[src/rtl/hazard_controller_pkg.sv]
// Shared types and constants for the pipeline hazard controller.
// Holds the FSM state enum and register-index width.
package hazard_pkg;
    localparam int REG_W = 5;
    localparam logic [REG_W-1:0] REG_ZERO = 5'd0;

    typedef enum logic {
        RUN,
        STALL
    } state_t;
endpackage

[src/rtl/hazard_controller_if.sv]
// Hazard inputs from ID/EX/MEM and pipeline control outputs.
// master drives hazard sources, slave is the controller.
interface hazard_controller_if
    import hazard_pkg::*;
#(
    parameter int CNT_W = 16
);
    logic [REG_W-1:0] ID_Rs;
    logic [REG_W-1:0] ID_Rt;
    logic [REG_W-1:0] EX_Rt;
    logic             ID_UsesRt;
    logic             EX_MemRead;
    logic             MEM_Branch;
    logic             MEM_Zero;

    logic             PCSrc;
    logic             PCWrite;
    logic             IFID_Write;
    logic             IFID_Flush;
    logic             IDEX_Flush;
    logic             EXMEM_Flush;
    logic [CNT_W-1:0] StallCount;
    logic [CNT_W-1:0] FlushCount;

    modport master (
        output ID_Rs, ID_Rt, EX_Rt,
        output ID_UsesRt, EX_MemRead,
        output MEM_Branch, MEM_Zero,
        input  PCSrc, PCWrite, IFID_Write,
        input  IFID_Flush, IDEX_Flush, EXMEM_Flush,
        input  StallCount, FlushCount
    );

    modport slave (
        input  ID_Rs, ID_Rt, EX_Rt,
        input  ID_UsesRt, EX_MemRead,
        input  MEM_Branch, MEM_Zero,
        output PCSrc, PCWrite, IFID_Write,
        output IFID_Flush, IDEX_Flush, EXMEM_Flush,
        output StallCount, FlushCount
    );
endinterface

[src/rtl/hazard_controller_sat_counter.sv]
// Saturating up-counter with synchronous active-low reset.
module sat_counter #(
    parameter int width = 16
) (
    input  logic             Clk,
    input  logic             Rst,
    input  logic             inc,
    output logic [width-1:0] count
);
    always_ff @(posedge Clk) begin
        if (!Rst) begin
            count <= '0;
        end else if (inc && (count != '1)) begin
            count <= count + 1'b1;
        end
    end
endmodule

[src/rtl/hazard_controller.sv]
// Load-use stall and taken-branch flush controller.
// Outputs are combinational from inputs and the RUN/STALL state.
module hazard_controller
    import hazard_pkg::*;
#(
    parameter int LOAD_STALL_CYCLES = 1,
    parameter int CNT_W             = 16
) (
    input  logic                Clk,
    input  logic                Rst,
    hazard_controller_if.slave  hz
);
    localparam logic [1:0] STALL_INIT = 2'(LOAD_STALL_CYCLES - 1);

    state_t     state;
    state_t     state_nx;
    logic [1:0] left;
    logic [1:0] left_nx;

    logic taken;
    logic load_use;
    logic pc_write;
    logic ifid_write;
    logic ifid_flush;
    logic idex_flush;
    logic exmem_flush;

    assign taken = hz.MEM_Branch & hz.MEM_Zero;

    assign load_use = hz.EX_MemRead
                   && (hz.EX_Rt != REG_ZERO)
                   && ((hz.EX_Rt == hz.ID_Rs)
                    || (hz.ID_UsesRt && (hz.EX_Rt == hz.ID_Rt)));

    always_ff @(posedge Clk) begin
        if (!Rst) begin
            state <= RUN;
            left  <= '0;
        end else begin
            state <= state_nx;
            left  <= left_nx;
        end
    end

    always_comb begin
        state_nx    = RUN;
        left_nx     = '0;
        pc_write    = 1'b1;
        ifid_write  = 1'b1;
        ifid_flush  = 1'b0;
        idex_flush  = 1'b0;
        exmem_flush = 1'b0;
        if (!Rst) begin
            state_nx = RUN;
        end else if (taken) begin
            // A taken branch squashes everything younger, including a stall.
            ifid_flush  = 1'b1;
            idex_flush  = 1'b1;
            exmem_flush = 1'b1;
        end else if (state == STALL) begin
            pc_write   = 1'b0;
            ifid_write = 1'b0;
            idex_flush = 1'b1;
            if (left != 2'd1) begin
                state_nx = STALL;
                left_nx  = left - 2'd1;
            end
        end else if (load_use) begin
            pc_write   = 1'b0;
            ifid_write = 1'b0;
            idex_flush = 1'b1;
            if (LOAD_STALL_CYCLES > 1) begin
                state_nx = STALL;
                left_nx  = STALL_INIT;
            end
        end
    end

    assign hz.PCSrc       = taken;
    assign hz.PCWrite     = pc_write;
    assign hz.IFID_Write  = ifid_write;
    assign hz.IFID_Flush  = ifid_flush;
    assign hz.IDEX_Flush  = idex_flush;
    assign hz.EXMEM_Flush = exmem_flush;

    sat_counter #(.width(CNT_W)) u_stall_cnt (
        .Clk   (Clk),
        .Rst   (Rst),
        .inc   (~pc_write),
        .count (hz.StallCount)
    );

    sat_counter #(.width(CNT_W)) u_flush_cnt (
        .Clk   (Clk),
        .Rst   (Rst),
        .inc   (taken),
        .count (hz.FlushCount)
    );
endmodule

[src/flat_wrapper.sv]
// flat-port wrapper written by rule: the top's interface ports become plain ports
module hazard_controller_flat import hazard_pkg::*;
#(
    parameter int LOAD_STALL_CYCLES = 1,
    parameter int CNT_W             = 16
)
  (Clk, Rst, hz_ID_Rs, hz_ID_Rt, hz_EX_Rt, hz_ID_UsesRt, hz_EX_MemRead, hz_MEM_Branch, hz_MEM_Zero, hz_PCSrc, hz_PCWrite, hz_IFID_Write, hz_IFID_Flush, hz_IDEX_Flush, hz_EXMEM_Flush, hz_StallCount, hz_FlushCount);
  hazard_controller_if #(.CNT_W(CNT_W)) hz_i ();
  input  logic Clk;
  input  logic Rst;
  input wire logic [$bits(hz_i.ID_Rs)-1:0] hz_ID_Rs;
  input wire logic [$bits(hz_i.ID_Rt)-1:0] hz_ID_Rt;
  input wire logic [$bits(hz_i.EX_Rt)-1:0] hz_EX_Rt;
  input wire logic [$bits(hz_i.ID_UsesRt)-1:0] hz_ID_UsesRt;
  input wire logic [$bits(hz_i.EX_MemRead)-1:0] hz_EX_MemRead;
  input wire logic [$bits(hz_i.MEM_Branch)-1:0] hz_MEM_Branch;
  input wire logic [$bits(hz_i.MEM_Zero)-1:0] hz_MEM_Zero;
  output wire logic [$bits(hz_i.PCSrc)-1:0] hz_PCSrc;
  output wire logic [$bits(hz_i.PCWrite)-1:0] hz_PCWrite;
  output wire logic [$bits(hz_i.IFID_Write)-1:0] hz_IFID_Write;
  output wire logic [$bits(hz_i.IFID_Flush)-1:0] hz_IFID_Flush;
  output wire logic [$bits(hz_i.IDEX_Flush)-1:0] hz_IDEX_Flush;
  output wire logic [$bits(hz_i.EXMEM_Flush)-1:0] hz_EXMEM_Flush;
  output wire logic [$bits(hz_i.StallCount)-1:0] hz_StallCount;
  output wire logic [$bits(hz_i.FlushCount)-1:0] hz_FlushCount;
  assign hz_i.ID_Rs = hz_ID_Rs;
  assign hz_i.ID_Rt = hz_ID_Rt;
  assign hz_i.EX_Rt = hz_EX_Rt;
  assign hz_i.ID_UsesRt = hz_ID_UsesRt;
  assign hz_i.EX_MemRead = hz_EX_MemRead;
  assign hz_i.MEM_Branch = hz_MEM_Branch;
  assign hz_i.MEM_Zero = hz_MEM_Zero;
  assign hz_PCSrc = hz_i.PCSrc;
  assign hz_PCWrite = hz_i.PCWrite;
  assign hz_IFID_Write = hz_i.IFID_Write;
  assign hz_IFID_Flush = hz_i.IFID_Flush;
  assign hz_IDEX_Flush = hz_i.IDEX_Flush;
  assign hz_EXMEM_Flush = hz_i.EXMEM_Flush;
  assign hz_StallCount = hz_i.StallCount;
  assign hz_FlushCount = hz_i.FlushCount;
  hazard_controller #(.LOAD_STALL_CYCLES(LOAD_STALL_CYCLES), .CNT_W(CNT_W)) u_core (.Clk(Clk), .Rst(Rst), .hz(hz_i));
endmodule
[config.mk]
export PLATFORM = sky130hd
export DESIGN_NAME = hazard_controller_flat
export DESIGN_NICKNAME = d
export VERILOG_FILES = /design/src/rtl/hazard_controller_pkg.sv /design/src/rtl/hazard_controller_if.sv /design/src/rtl/hazard_controller_sat_counter.sv /design/src/rtl/hazard_controller.sv /design/src/flat_wrapper.sv
export SDC_FILE = /design/constraint.sdc
export NUM_CORES = 1
export LEC_CHECK = 0
export ABC_CLOCK_PERIOD_IN_PS = 2700
export CORE_MARGIN = 4
export CORE_UTILIZATION = 46
export DETAILED_ROUTE_END_ITERATION = 6
export MAX_ROUTING_LAYER = met4
export PLACE_DENSITY = 0.92
export RECOVER_POWER = 100
export SYNTH_ARGS = -nofsm -noshare
export SYNTH_HDL_FRONTEND = slang
export SYNTH_SLANG_ARGS = --single-unit
[constraint.sdc]
create_clock -name Clk -period 2.7 [get_ports Clk]
set_input_delay 0.54 -clock Clk [delete_from_list [all_inputs] [get_ports Clk]]
set_output_delay 0.54 -clock Clk [all_outputs]
set_load 0.02 [all_outputs]
==> results of run 1 <==
[per-stage QoR]
step | instance area [sq um] | worst slack [ns] | hold WS, ns
floorplan | 1850 | 0.149 | 0.406
global placement | 2570 | -0.465 | 0.414
CTS | 2730 | -0.00408 | 0.434
global route | 2760 | -0.0349 | 0.474
finish | 2760 | 0.0753 | 0.431
detailed placement | 2570 | -0.604 | 0.424
[cell usage in the layout (no fill, tap or decap), types with 2 or more instances in the layout]
cell | netlist | routed
a21oi_1 | 11 | 10
a31oi_1 | 2 | 2
and3_1 | 6 | 6
buf_4 | 3 | 22
bufinv_16 | 0 | 2
clkbuf_1 | 7 | 3
clkbuf_2 | 0 | 3
clkbuf_8 | 0 | 5
clkdlybuf4s50_1 | 0 | 13
dfxtp_1 | 35 | 35
dlygate4sd3_1 | 0 | 34
dlymetal6s2s_1 | 0 | 7
ha_1 | 3 | 3
inv_1 | 5 | 5
mux2i_1 | 2 | 2
nand2_1 | 22 | 22
nand3_1 | 14 | 14
nand4_1 | 10 | 10
nor2_1 | 21 | 21
nor3_1 | 9 | 8
nor4_1 | 4 | 4
nor4b_1 | 2 | 2
o211ai_1 | 5 | 5
o21ai_0 | 10 | 9
o31ai_1 | 6 | 6
or3_1 | 8 | 8
xnor2_1 | 10 | 10
xor2_1 | 13 | 12
[critical path, stage by stage]
cell and delay, ns:
dlygate4sd3_1 0.53, nand2_1 0.15, inv_1 0.14, buf_4 0.14
clkdlybuf4s50_1 0.59
[logic make-up after synthesis]
kind of cell,Yosys count
simple gates,104
compound gates,42
flops,35
xor+xnor,23
buf+inv,17
fa+ha+maj,3
mux,2
[registers in the layout (all words and copies together), names as in the netlist]
register                  cells
u_core.state                  1
u_core.u_flush_cnt.count     16
u_core.left                   2
u_core.u_stall_cnt.count     16
[how the worst max path moves through the flow]
| stage | from | end | cells past startpoint |
|---|---|---|---|
| 3_3_place_gp | hz_EX_Rt[0] | hz_IFID_Write | 6 |
| 6_report | hz_MEM_Branch | hz_PCSrc | 5 |
| 3_5_place_dp | hz_EX_Rt[0] | hz_PCWrite | 6 |
| 4_1_cts | hz_EX_Rt[3] | hz_PCWrite | 6 |
| 2_1_floorplan | hz_EX_Rt[0] | hz_PCWrite | 5 |
| 5_1_grt | hz_EX_Rt[0] | u_core.u_stall_cnt.count[8] | 10 |
[power by group]
group | internal [mW] | switching [mW]
Clock | 0.369 | 0.196
Sequential | 0.518 | 0.00387
Combinational | 0.0630 | 0.0618
Total | 0.950 | 0.262
[layout make-up]
class                   count  area, sq um
fillers                   306         1010
clock inverters             2         60.1
flip-flops and latches     35          701
inverters                   5         18.8
well taps                  48         60.1
clock buffers               6         72.6
repair buffers             82          754
multi-input cells         174         1100
[per-layer routing]
| layer | global-route usage [%] | up-vias | wire [microns] |
|---|---|---|---|
| met3 | 4.49 | 9 | 314 |
| met4 | 7.10 | 0 | 74 |
| met2 | 36.3 | 58 | 2680 |
| met1 | 28.0 | 920 | 2300 |
| li1 | - | 969 | - |
| met5 | - | - | 0 |
[what timing repair did]
action | CTS | global route
cloned | 0 | 0
resized for setup | 18 | 11
buffers inserted | 3 | 1
pin swaps | 3 | 6
endpoints found under the setup margin | 3 | 11
==> summary.md, run 1 <==
| Metric | Value |
|---|---|
| CP endpoint kind | `output port` |
| DR vias/cell | `5.56` |
| Hold path depth | `1` |
| Final-report max-slew violation count | `0` |
| I/O Pins | `59` |
| Antenna diodes | `0` |
| Routed via count | `a little under 2000` |
| GRT Overall Usage | `about 22%` |
| Mux cell area share after synthesis | `under 10%` |
| Setup TNS | `0 ns` |
| Asr flop ratio synth | `0%` |
| DR pass1 iterations | `4` |
| Layout cells sized above 1 | `about an eighth` |
| Synthesized area | `between 1500 and 2000 sq um` |
| Clk sinks | `35` |
| Worst r2r src | `u_core.u_stall_cnt.count[4]` |
| Max transition margin | `between 50% and 60%` |
| Ranking of synthesized cells by area | `dfxtp_1 (38%), xor2_1 (6.2%), xnor2_1 (4.7%)` |
| Leakage power | `~1.1 nW` |
| Largest family of logic cells by synthesized area | `simple AND/OR/NAND/NOR gates` |
| Final clock period utilization by the worst path | `between 90% and 100%` |
| Yosys reg bits | `35` |
| Syn Inst Count | `about 230` |
| Clock H-tree levels | `2` |
| Biggest area consumer among synthesized cells | `dfxtp_1` |
| Critical path arrival | `between 2 and 2.5 ns` |
| Root Buffer | `clkbuf_8` |
| Fin crit period | `roughly 2.6 ns` |
| Largest net degree at the start of global routing | `28` |
| Die H | `71.4 microns` |
| Detailed placer's ending HPWL | `3.64 mm` |
| Synth Area in Compound Gates | `between 10 and 15%` |
| CTS max path bufs | `2` |
| Syn_nets | `between 200 and 300` |
| Min-delay src | `u_core.left[0]` |
| Outcome | `finished, final reports clean` |
| Num CTS Buffers | `5` |
| Adder-Cell Fraction of Synth Area | `between 2 and 2.5%` |
| Peak VDD IR | `approximately 0.36 mV` |
| DRC | `0` |
| Core area | `~3800 sq um` |
| Startpoint types | `input port` |
| R2R depth | `7` |
| Worst r2r dst | `u_core.u_stall_cnt.count[6]` |
| Worst Clk Skew | `between 0.005 and 0.006 ns` |
| Cell with the most instances after synthesis | `dfxtp_1` |
| Critical Path RT | `approximately 2.2 ns` |
| Vias in the first global route | `around 1900` |
| Xor/xnor share of the synthesized area | `between 10 and 15%` |
| Initial antenna violation count | `0` |
| Post-synth EDFFs | `0` |
| # rows | `22` |
| Final net count | `approximately 330` |
| Seq/Total Area, Yosys | `around 38%` |
| Total of warnings raised by yosys | `0` |
| WL/cell | `approximately 15 microns` |
| DR iter-0 viols | `a little under 80` |
| Synth cell types | `38` |
| Area share of the largest cell type after synthesis | `between 30 and 40%` |
| Synth-to-layout area growth | `49.7%` |
| Top post-synthesis cells by count | `dfxtp_1 (35), nand2_1 (22), nor2_1 (21)` |
| Slew @ Worst Pin | `between 0.6 and 0.7 ns` |
| CP Class | `in -> out` |
| Initial Util | `approximately 49%` |
| First-pass GRT wire length | `just over 9 mm` |
| Final std cells w/o fill | `about 350` |
| Worst min path class | `reg -> reg` |
| Post-Synth Simple-Gate Area | `between 20% and 30%` |
| Final Setup Violations | `0` |
| # hold bufs at CTS | `0` |
| Primary FF master, synth | `dfxtp_1` |
| Antenna viol nets, final | `0` |
| Placed insts | `340` |
| Layout Utilization | `between 70 and 80%` |
| Power Dens Cells | `439 nW/um^2` |
| Final Hold Vio Count | `0` |
| Final WL | `about 5.4 mm` |
| CTS tree | `done` |
| Final Power | `approximately 1.2 mW` |
| IO buf count | `58` |
| Worst Hold End | `u_core.left[0]` |
| Remaining global-route overflow | `0` |
| Die area | `just over 5000 sq um` |
| Reg clk slew, reported paths | `around 0.070 ns` |
| FMAX | `381 MHz` |
| Clk_lat worst skew | `0.29 ns` |
| Highest net fanout along the worst path | `5` |
| R2R Setup Slk | `around 0.48 ns` |
| Final Wtd Congestion | `about 0.83` |
| Syn avg cell area | `8.17 sq um` |
| Die W | `71.4 microns` |
| Max-cap viol count | `0` |
No activity file was read; power rests on OpenSTA's default activity.
==> inputs of run 2 (changes only) <==
--- a/config.mk
+++ b/config.mk
@@ -5,9 +5,11 @@
 export SDC_FILE = /design/constraint.sdc
 export NUM_CORES = 1
 export LEC_CHECK = 0
+export ABC_AREA = 1
 export ABC_CLOCK_PERIOD_IN_PS = 2700
 export CORE_MARGIN = 4
-export CORE_UTILIZATION = 46
+export CORE_UTILIZATION = 48
+export CTS_CLUSTER_DIAMETER = 200
 export DETAILED_ROUTE_END_ITERATION = 6
 export MAX_ROUTING_LAYER = met4
 export PLACE_DENSITY = 0.92
==> constraint.sdc (replaced) <==
create_clock -name Clk -period 2.7 [get_ports Clk]
set_input_delay 0.27 -clock Clk [delete_from_list [all_inputs] [get_ports Clk]]
set_output_delay 0.27 -clock Clk [all_outputs]
set_load 0.02 [all_outputs]
==> summary.md, run 2 <==
| Metric | Value |
|---|---|
| DR iter-0 viols | `155 (+99%)` |
| Final std cells w/o fill | `444 (+26%)` |
| Root Buffer | `clkbuf_8` |
| Final clock period utilization by the worst path | `91.2% (-6.0 points)` |
| Die area | `5640 sq um (+11%)` |
| Total of warnings raised by yosys | `0 (unchanged)` |
| # hold bufs at CTS | `0 (unchanged)` |
| Leakage power | `1.23 nW (+9.3%)` |
| CTS tree | `done` |
| Die H | `75.1 microns (+5.2%)` |
| Core area | `4350 sq um (+15%)` |
| Die W | `75.1 microns (+5.2%)` |
| Ranking of synthesized cells by area | `dfxtp_1 (32%), nand2_1 (17%), nor2_1 (6.4%)` |
| Worst min path class | `reg -> reg` |
| Worst r2r dst | `u_core.u_stall_cnt.count[5]` |
| Asr flop ratio synth | `0% (unchanged)` |
| DR pass1 iterations | `4 (unchanged)` |
| Primary FF master, synth | `dfxtp_1` |
| Synthesized area | `2160 sq um (+17%)` |
| DRC | `0 (unchanged)` |
| Layout cells sized above 1 | `6.63% (-6.5 points)` |
| Final WL | `5.74 mm (+6.9%)` |
| Antenna viol nets, final | `0 (unchanged)` |
| Largest registers | `u_core.u_flush_cnt.count (16), u_core.u_stall_cnt.count (16), u_core.left (2)` |
| Syn Inst Count | `333 (+47%)` |
| Final Setup Violations | `0 (unchanged)` |
| Synth-to-layout area growth | `31.5%` |
| Yosys reg bits | `35 (unchanged)` |
| Layout fillers | `405 (+32%)` |
| Routed via count | `2348 (+20%)` |
| Largest net degree at the start of global routing | `20 (-29%)` |
| Critical Path RT | `2.92 ns (+0.76 ns)` |
| Slew @ Worst Pin | `0.602 ns (-0.0890 ns)` |
| Power Dens Cells | `372 nW/um^2 (-15%)` |
| Syn avg cell area | `6.49 sq um (-21%)` |
| First-pass GRT wire length | `9.95 mm (+9.3%)` |
| R2R Setup Slk | `0.24 ns (-0.24 ns)` |
| Critical path arrival | `2.68 ns (+0.60 ns)` |
| Setup TNS | `0 ns (unchanged)` |
| Outcome | `finished, final reports clean` |
| Reg area | `701 sq um (unchanged)` |
| Initial Util | `49.6% (+0.63 points)` |
| Syn_nets | `357 (+43%)` |
| Final Wtd Congestion | `0.929 (+11%)` |
| Initial antenna violation count | `0 (unchanged)` |
| CP Class | `reg -> reg` |
| Antenna diodes | `0 (unchanged)` |
| Worst r2r src | `u_core.u_stall_cnt.count[0]` |
| Setup Buffers After CTS | `0 (-3)` |
| Startpoint types | `flop` |
| Final-report max-slew violation count | `0 (unchanged)` |
| Placed insts | `436 (+28%)` |
| Max-cap viol count | `0 (unchanged)` |
| Worst Hold End | `u_core.left[0]` |
| Final Hold Vio Count | `0 (unchanged)` |
| I/O Pins | `59 (unchanged)` |
| Clock H-tree levels | `2 (unchanged)` |
| GRT Overall Usage | `23.1% (+0.71 points)` |
| Max transition margin | `59.8% (+6.5 points)` |
| Reg clk slew, reported paths | `0.07 ns (about the same)` |
| Peak VDD IR | `0.239 mV (-34%)` |
| Clk sinks | `35 (unchanged)` |
| Vias in the first global route | `2296 (+20%)` |
| WL/cell | `12.9 microns (-15%)` |
| # rows | `24 (+9.1%)` |
| FMAX | `406 MHz (+6.6%)` |
| Seq/Total Area, Yosys | `32.4% (-5.5 points)` |
| CTS max path bufs | `2 (unchanged)` |
| IO buf count | `58 (unchanged)` |
| Area share of the largest cell type after synthesis | `32.4% (-5.5 points)` |
| RSZ-0062 raised after global routing | `false` |
| CP endpoint kind | `flop` |
| Most common cell after layout, fill and taps aside | `nand2_1` |
| DR vias/cell | `5.29 (-4.8%)` |
| Top post-synthesis cells by count | `nand2_1 (98), nor2_1 (37), dfxtp_1 (35)` |
| CTS resizes | `0 (-18)` |
| Hold path depth | `1 (unchanged)` |
| Cell with the most instances after synthesis | `nand2_1` |
| Clk_lat worst skew | `0.29 ns (about the same)` |
| Remaining global-route overflow | `0 (unchanged)` |
| Final net count | `415 (+27%)` |
| Biggest area consumer among synthesized cells | `dfxtp_1` |
| Num CTS Buffers | `5 (unchanged)` |
| Multi-input combinational cell area | `1210 sq um (+10%)` |
| Synth cell types | `30 (-21%)` |
| Post-synth EDFFs | `0 (unchanged)` |
| R2R depth | `7 (unchanged)` |
| Min-delay src | `u_core.left[0]` |
| Fin crit period | `2.46 ns (-0.162 ns)` |
| Most frequent cells in the layout | `nand2_1 (98), nor2_1 (39), dlygate4sd3_1 (37), inv_1 (36), dfxtp_1 (35)` |
| Detailed placer's ending HPWL | `4.31 mm (+18%)` |
| Highest net fanout along the worst path | `16 (+11)` |
| Worst Clk Skew | `0.00207 ns (-0.00360 ns)` |
-- run 2: cell count changes after synthesis, sizes merged, moves of 8 or more --
| cell | delta |
|---|---|
| nor2 | +22 |
| or3 | -8 |
| nand2 | +78 |
| a21oi | +14 |
| inv | +38 |
| nand4 | +10 |
| xor2 | -8 |
-- run 2: cell type report --
cell class | instances | share of cell area, %
repair buffers | 61 | 21.2
flip-flops and latches | 35 | 24.7
clock buffers | 8 | 3.52
well taps | 52 | 2.29
multi-input cells | 245 | 42.6
inverters | 43 | 5.68
-- run 2: worst max-delay path by stage --
stage                                            from  slack, ns                          end  cells after the start
after floorplan           u_core.u_stall_cnt.count[0]       1.03  u_core.u_stall_cnt.count[2]                      8
after global placement                    hz_EX_Rt[1]       0.37                   hz_PCWrite                     11
after detailed placement                  hz_EX_Rt[2]       0.26                   hz_PCWrite                      9
after CTS                                 hz_EX_Rt[2]       0.26                   hz_PCWrite                      9
after global routing      u_core.u_stall_cnt.count[0]       0.05  u_core.u_stall_cnt.count[5]                      7
final                     u_core.u_stall_cnt.count[0]       0.24  u_core.u_stall_cnt.count[5]                      7
-- run 2: critical path, stage by stage, from the launching register on --
cell	delay, ns
dfxtp_1	0.44
ha_1	0.27
nand3_2	0.12
nor2_1	0.38
nand4_4	0.32
nand3_1	0.54
nand2_1	0.13
a21oi_1	0.18
-- run 2: where the power goes --
part	total (mW)	internal (mW)	switching, mW
combinational	0.109	0.0499	0.0594
sequential	0.520	0.518	0.00220
clock	0.427	0.233	0.194
total	1.06	0.801	0.256
-- run 2: kinds of logic (layout without fill, tap and decap cells) --
family | count (synthesis) | in the layout | synth area share [%]
fa+ha+maj | 3 | 3 | 1.74
buf+inv | 53 | 112 | 10.3
simple gates | 188 | 188 | 40.0
flops | 35 | 35 | 32.4
compound gates | 38 | 38 | 9.04
xor+xnor | 16 | 16 | 6.49
-- run 2: metal layers --
metal  wire length (microns)  up-vias  track usage [%]
met1                    2440     1077             27.0
li1                        -     1185                -
met4                      70        0             7.11
met5                       0        -                -
met2                    2900       73             38.3
met3                     330       13             6.68
-- run 2: metrics by stage --
step | instance area (sq um) | setup slack, ns | hold slack [ns] | util (%) | total power, mW
after floorplan | 2160 | 1.03 | 0.397 | - | 0.588
after global placement | 2770 | 0.370 | 0.407 | 63.6 | 0.642
after detailed placement | 2770 | 0.260 | 0.426 | 63.6 | 0.645
after CTS | 2870 | 0.261 | 0.436 | 65.9 | 1.07
after global routing | 2840 | 0.0477 | 0.454 | 65.2 | 1.10
final | 2840 | 0.238 | 0.432 | 65.2 | 1.06
==> inputs of run 3 (changes only) <==
--- a/config.mk
+++ b/config.mk
@@ -8,11 +8,11 @@
 export ABC_AREA = 1
 export ABC_CLOCK_PERIOD_IN_PS = 2700
 export CORE_MARGIN = 4
-export CORE_UTILIZATION = 48
+export CORE_UTILIZATION = 25
 export CTS_CLUSTER_DIAMETER = 200
 export DETAILED_ROUTE_END_ITERATION = 6
 export MAX_ROUTING_LAYER = met4
-export PLACE_DENSITY = 0.92
+export PLACE_DENSITY = 0.59
 export RECOVER_POWER = 100
 export SYNTH_ARGS = -nofsm -noshare
 export SYNTH_HDL_FRONTEND = slang
==> summary.md, run 3 (same netlist as run 2, synthesis figures left out) <==
| Metric | Value |
|---|---|
| Final Power | `1.02 mW (-3.8%)` |
| Layout cells sized above 1 | `6.89% (+0.26 points)` |
| Final net count | `416 (+0.24%)` |
| Routed via count | `2265 (-3.5%)` |
| Place WS | `0.359 ns (+0.0987 ns)` |
| Layout Utilization | `35.0% (-30 points)` |
| WL/cell | `11.4 microns (-11%)` |
| CTS tree | `done` |
| Leakage power | `1.23 nW (-0.60%)` |
| Critical path arrival | `2.15 ns (-0.53 ns)` |
| Final Hold Vio Count | `0 (unchanged)` |
| Placed cell areas | `2840 sq um (+2.7%)` |
| Final-report max-slew violation count | `0 (unchanged)` |
| Detailed placer's ending HPWL | `4.30 mm (-0.16%)` |
| Clk_lat worst skew | `0.28 ns (about the same)` |
| Slew @ Worst Pin | `0.640 ns (+0.0385 ns)` |
| RSZ-0062 raised after global routing | `false` |
| R2R Setup Slk | `0.51 ns (+0.27 ns)` |
| Outcome | `finished, final reports clean` |
| Crit path max-delay family | `buffers and inverters` |
| Highest net fanout along the worst path | `4 (-12)` |
| Core area | `8300 sq um (+91%)` |
| Final clock period utilization by the worst path | `89.7% (-1.5 points)` |
| Power Dens Cells | `350 nW/um^2 (-6.0%)` |
| Setup Buffers After CTS | `0 (unchanged)` |
| IO buf count | `58 (unchanged)` |
| Antenna viol nets, final | `0 (unchanged)` |
| Max transition margin | `57.2% (-2.6 points)` |
| GRT Overall Usage | `11.7% (-11 points)` |
| Most common cell after layout, fill and taps aside | `nand2_1` |
| CTS max path bufs | `2 (unchanged)` |
| DRC | `0 (unchanged)` |
| Reg area | `701 sq um (unchanged)` |
| Remaining global-route overflow | `0 (unchanged)` |
| DR pass1 iterations | `7 (+3)` |
| Final std cells w/o fill | `497 (+12%)` |
| CTS resizes | `0 (unchanged)` |
| DR vias/cell | `4.56 (-14%)` |
| Critical Path RT | `2.43 ns (-0.49 ns)` |
| Peak VDD IR | `0.235 mV (-1.9%)` |
| Startpoint types | `input port` |
| Setup ws final | `0.278 ns (+0.0399 ns)` |
| Final Setup Violations | `0 (unchanged)` |
| Initial antenna violation count | `0 (unchanged)` |
| Synth-to-layout area growth | `34.5%` |
| Multi-input combinational cell area | `1220 sq um (+0.62%)` |
| Root Buffer | `clkbuf_8` |
| Initial Util | `26.0% (-24 points)` |
| Fin crit period | `2.42 ns (-0.0399 ns)` |
| Clock H-tree levels | `2 (unchanged)` |
| Final Wtd Congestion | `0.841 (-9.5%)` |
| Clk sinks | `35 (unchanged)` |
| Setup TNS | `0 ns (unchanged)` |
| Largest net degree at the start of global routing | `18 (-10%)` |
| FMAX | `413 MHz (+1.6%)` |
| Num CTS Buffers | `5 (unchanged)` |
| Worst hold slack | `0.421 ns (-0.0108 ns)` |
| CP max stage cell | `clkdlybuf4s50_1` |
| Reg clk slew, reported paths | `0.07 ns (about the same)` |
| DR iter-0 viols | `82 (-47%)` |
| Buffers and inverters on the worst path | `3 (+3)` |
| Die H | `101 microns (+34%)` |
| First-pass GRT wire length | `9.65 mm (-3.0%)` |
| Final WL | `5.69 mm (-0.89%)` |
| Largest registers | `u_core.u_flush_cnt.count (16), u_core.u_stall_cnt.count (16), u_core.left (2)` |
| Critical Path Most Common Cell | `nand2_1` |
| Vias in the first global route | `2125 (-7.4%)` |
| Antenna diodes | `0 (unchanged)` |
| # hold bufs at CTS | `0 (unchanged)` |
| Layout fillers | `894 (+120%)` |
| Placed insts | `490 (+12%)` |
| Fin area | `2910 sq um (+2.3%)` |
| CP Class | `in -> out` |
| CP endpoint kind | `output port` |
| Crit-path cells | `dlygate4sd3_1, inv_2, nand2_1, nand2_1, nor2_1, nand3_1, nand2_1, nand2_1, a31oi_1, clkdlybuf4s50_1` |
| Worst Clk Skew | `0.00403 ns (+0.00197 ns)` |
| Worst min path class | `reg -> reg` |
| Most frequent cells in the layout | `nand2_1 (99), nor2_1 (39), dlygate4sd3_1 (37), inv_1 (35), dfxtp_1 (35)` |
| Max-cap viol count | `0 (unchanged)` |
| Die W | `101 microns (+34%)` |
| I/O Pins | `59 (unchanged)` |
| Max stage delay on crit path | `0.63 ns (+0.09 ns)` |
| Die area | `10200 sq um (+81%)` |
| # rows | `33 (+38%)` |
## run 3: changes by cell type in the layout (fill, tap and decap cells not counted)
cell | previous run | this run
clkbuf_8 | 7 | 6
clkinv_2 | 0 | 1
inv_1 | 36 | 35
inv_2 | 7 | 8
nand2_1 | 98 | 99
nand2_2 | 1 | 0
nor2_2 | 4 | 3
nor2_4 | 0 | 1
nor3_1 | 6 | 5
nor3_2 | 0 | 1
## run 3: path summary, 6_finish.rpt
check / from / endpoint / cells past startpoint
worst min-delay path: u_core.left[0] / u_core.left[0] / 1
worst max register to register: u_core.u_stall_cnt.count[0] / u_core.u_stall_cnt.count[7] / 7
worst min register to register: u_core.left[0] / u_core.left[0] / 1
worst max-delay path: hz_EX_Rt[4] / hz_IDEX_Flush / 10
## run 3: area by class of cell
class,instances,area share [%]
clock inverters,1,0.172
flip-flops and latches,35,24.1
multi-input cells,245,41.9
well taps,105,4.52
inverters,43,5.56
clock buffers,6,2.84
repair buffers,62,20.9
## run 3: routing by layer
| metal | up-vias | track usage [%] | routed length (microns) |
|---|---|---|---|
| li1 | 1185 | - | - |
| met1 | 1022 | 15.1 | 2700 |
| met2 | 53 | 19.2 | 2700 |
| met3 | 5 | 2.70 | 258 |
| met4 | 0 | 1.53 | 22 |
| met5 | - | - | 0 |
## run 3: where the power goes
| part | internal (mW) | leakage, nW | switching (mW) |
|---|---|---|---|
| clock network | 0.200 | 0.0470 | 0.187 |
| registers | 0.518 | 0.282 | 0.00220 |
| logic | 0.0496 | 0.896 | 0.0586 |
## run 3: worst reg2reg max path, cell delays in order (launching register included)
cell     delay, ns
dfxtp_1       0.45
ha_1          0.27
nand3_2       0.15
nor2_4        0.19
nand4_4       0.25
nand3_1       0.55
nand2_1       0.12
a21oi_1       0.15
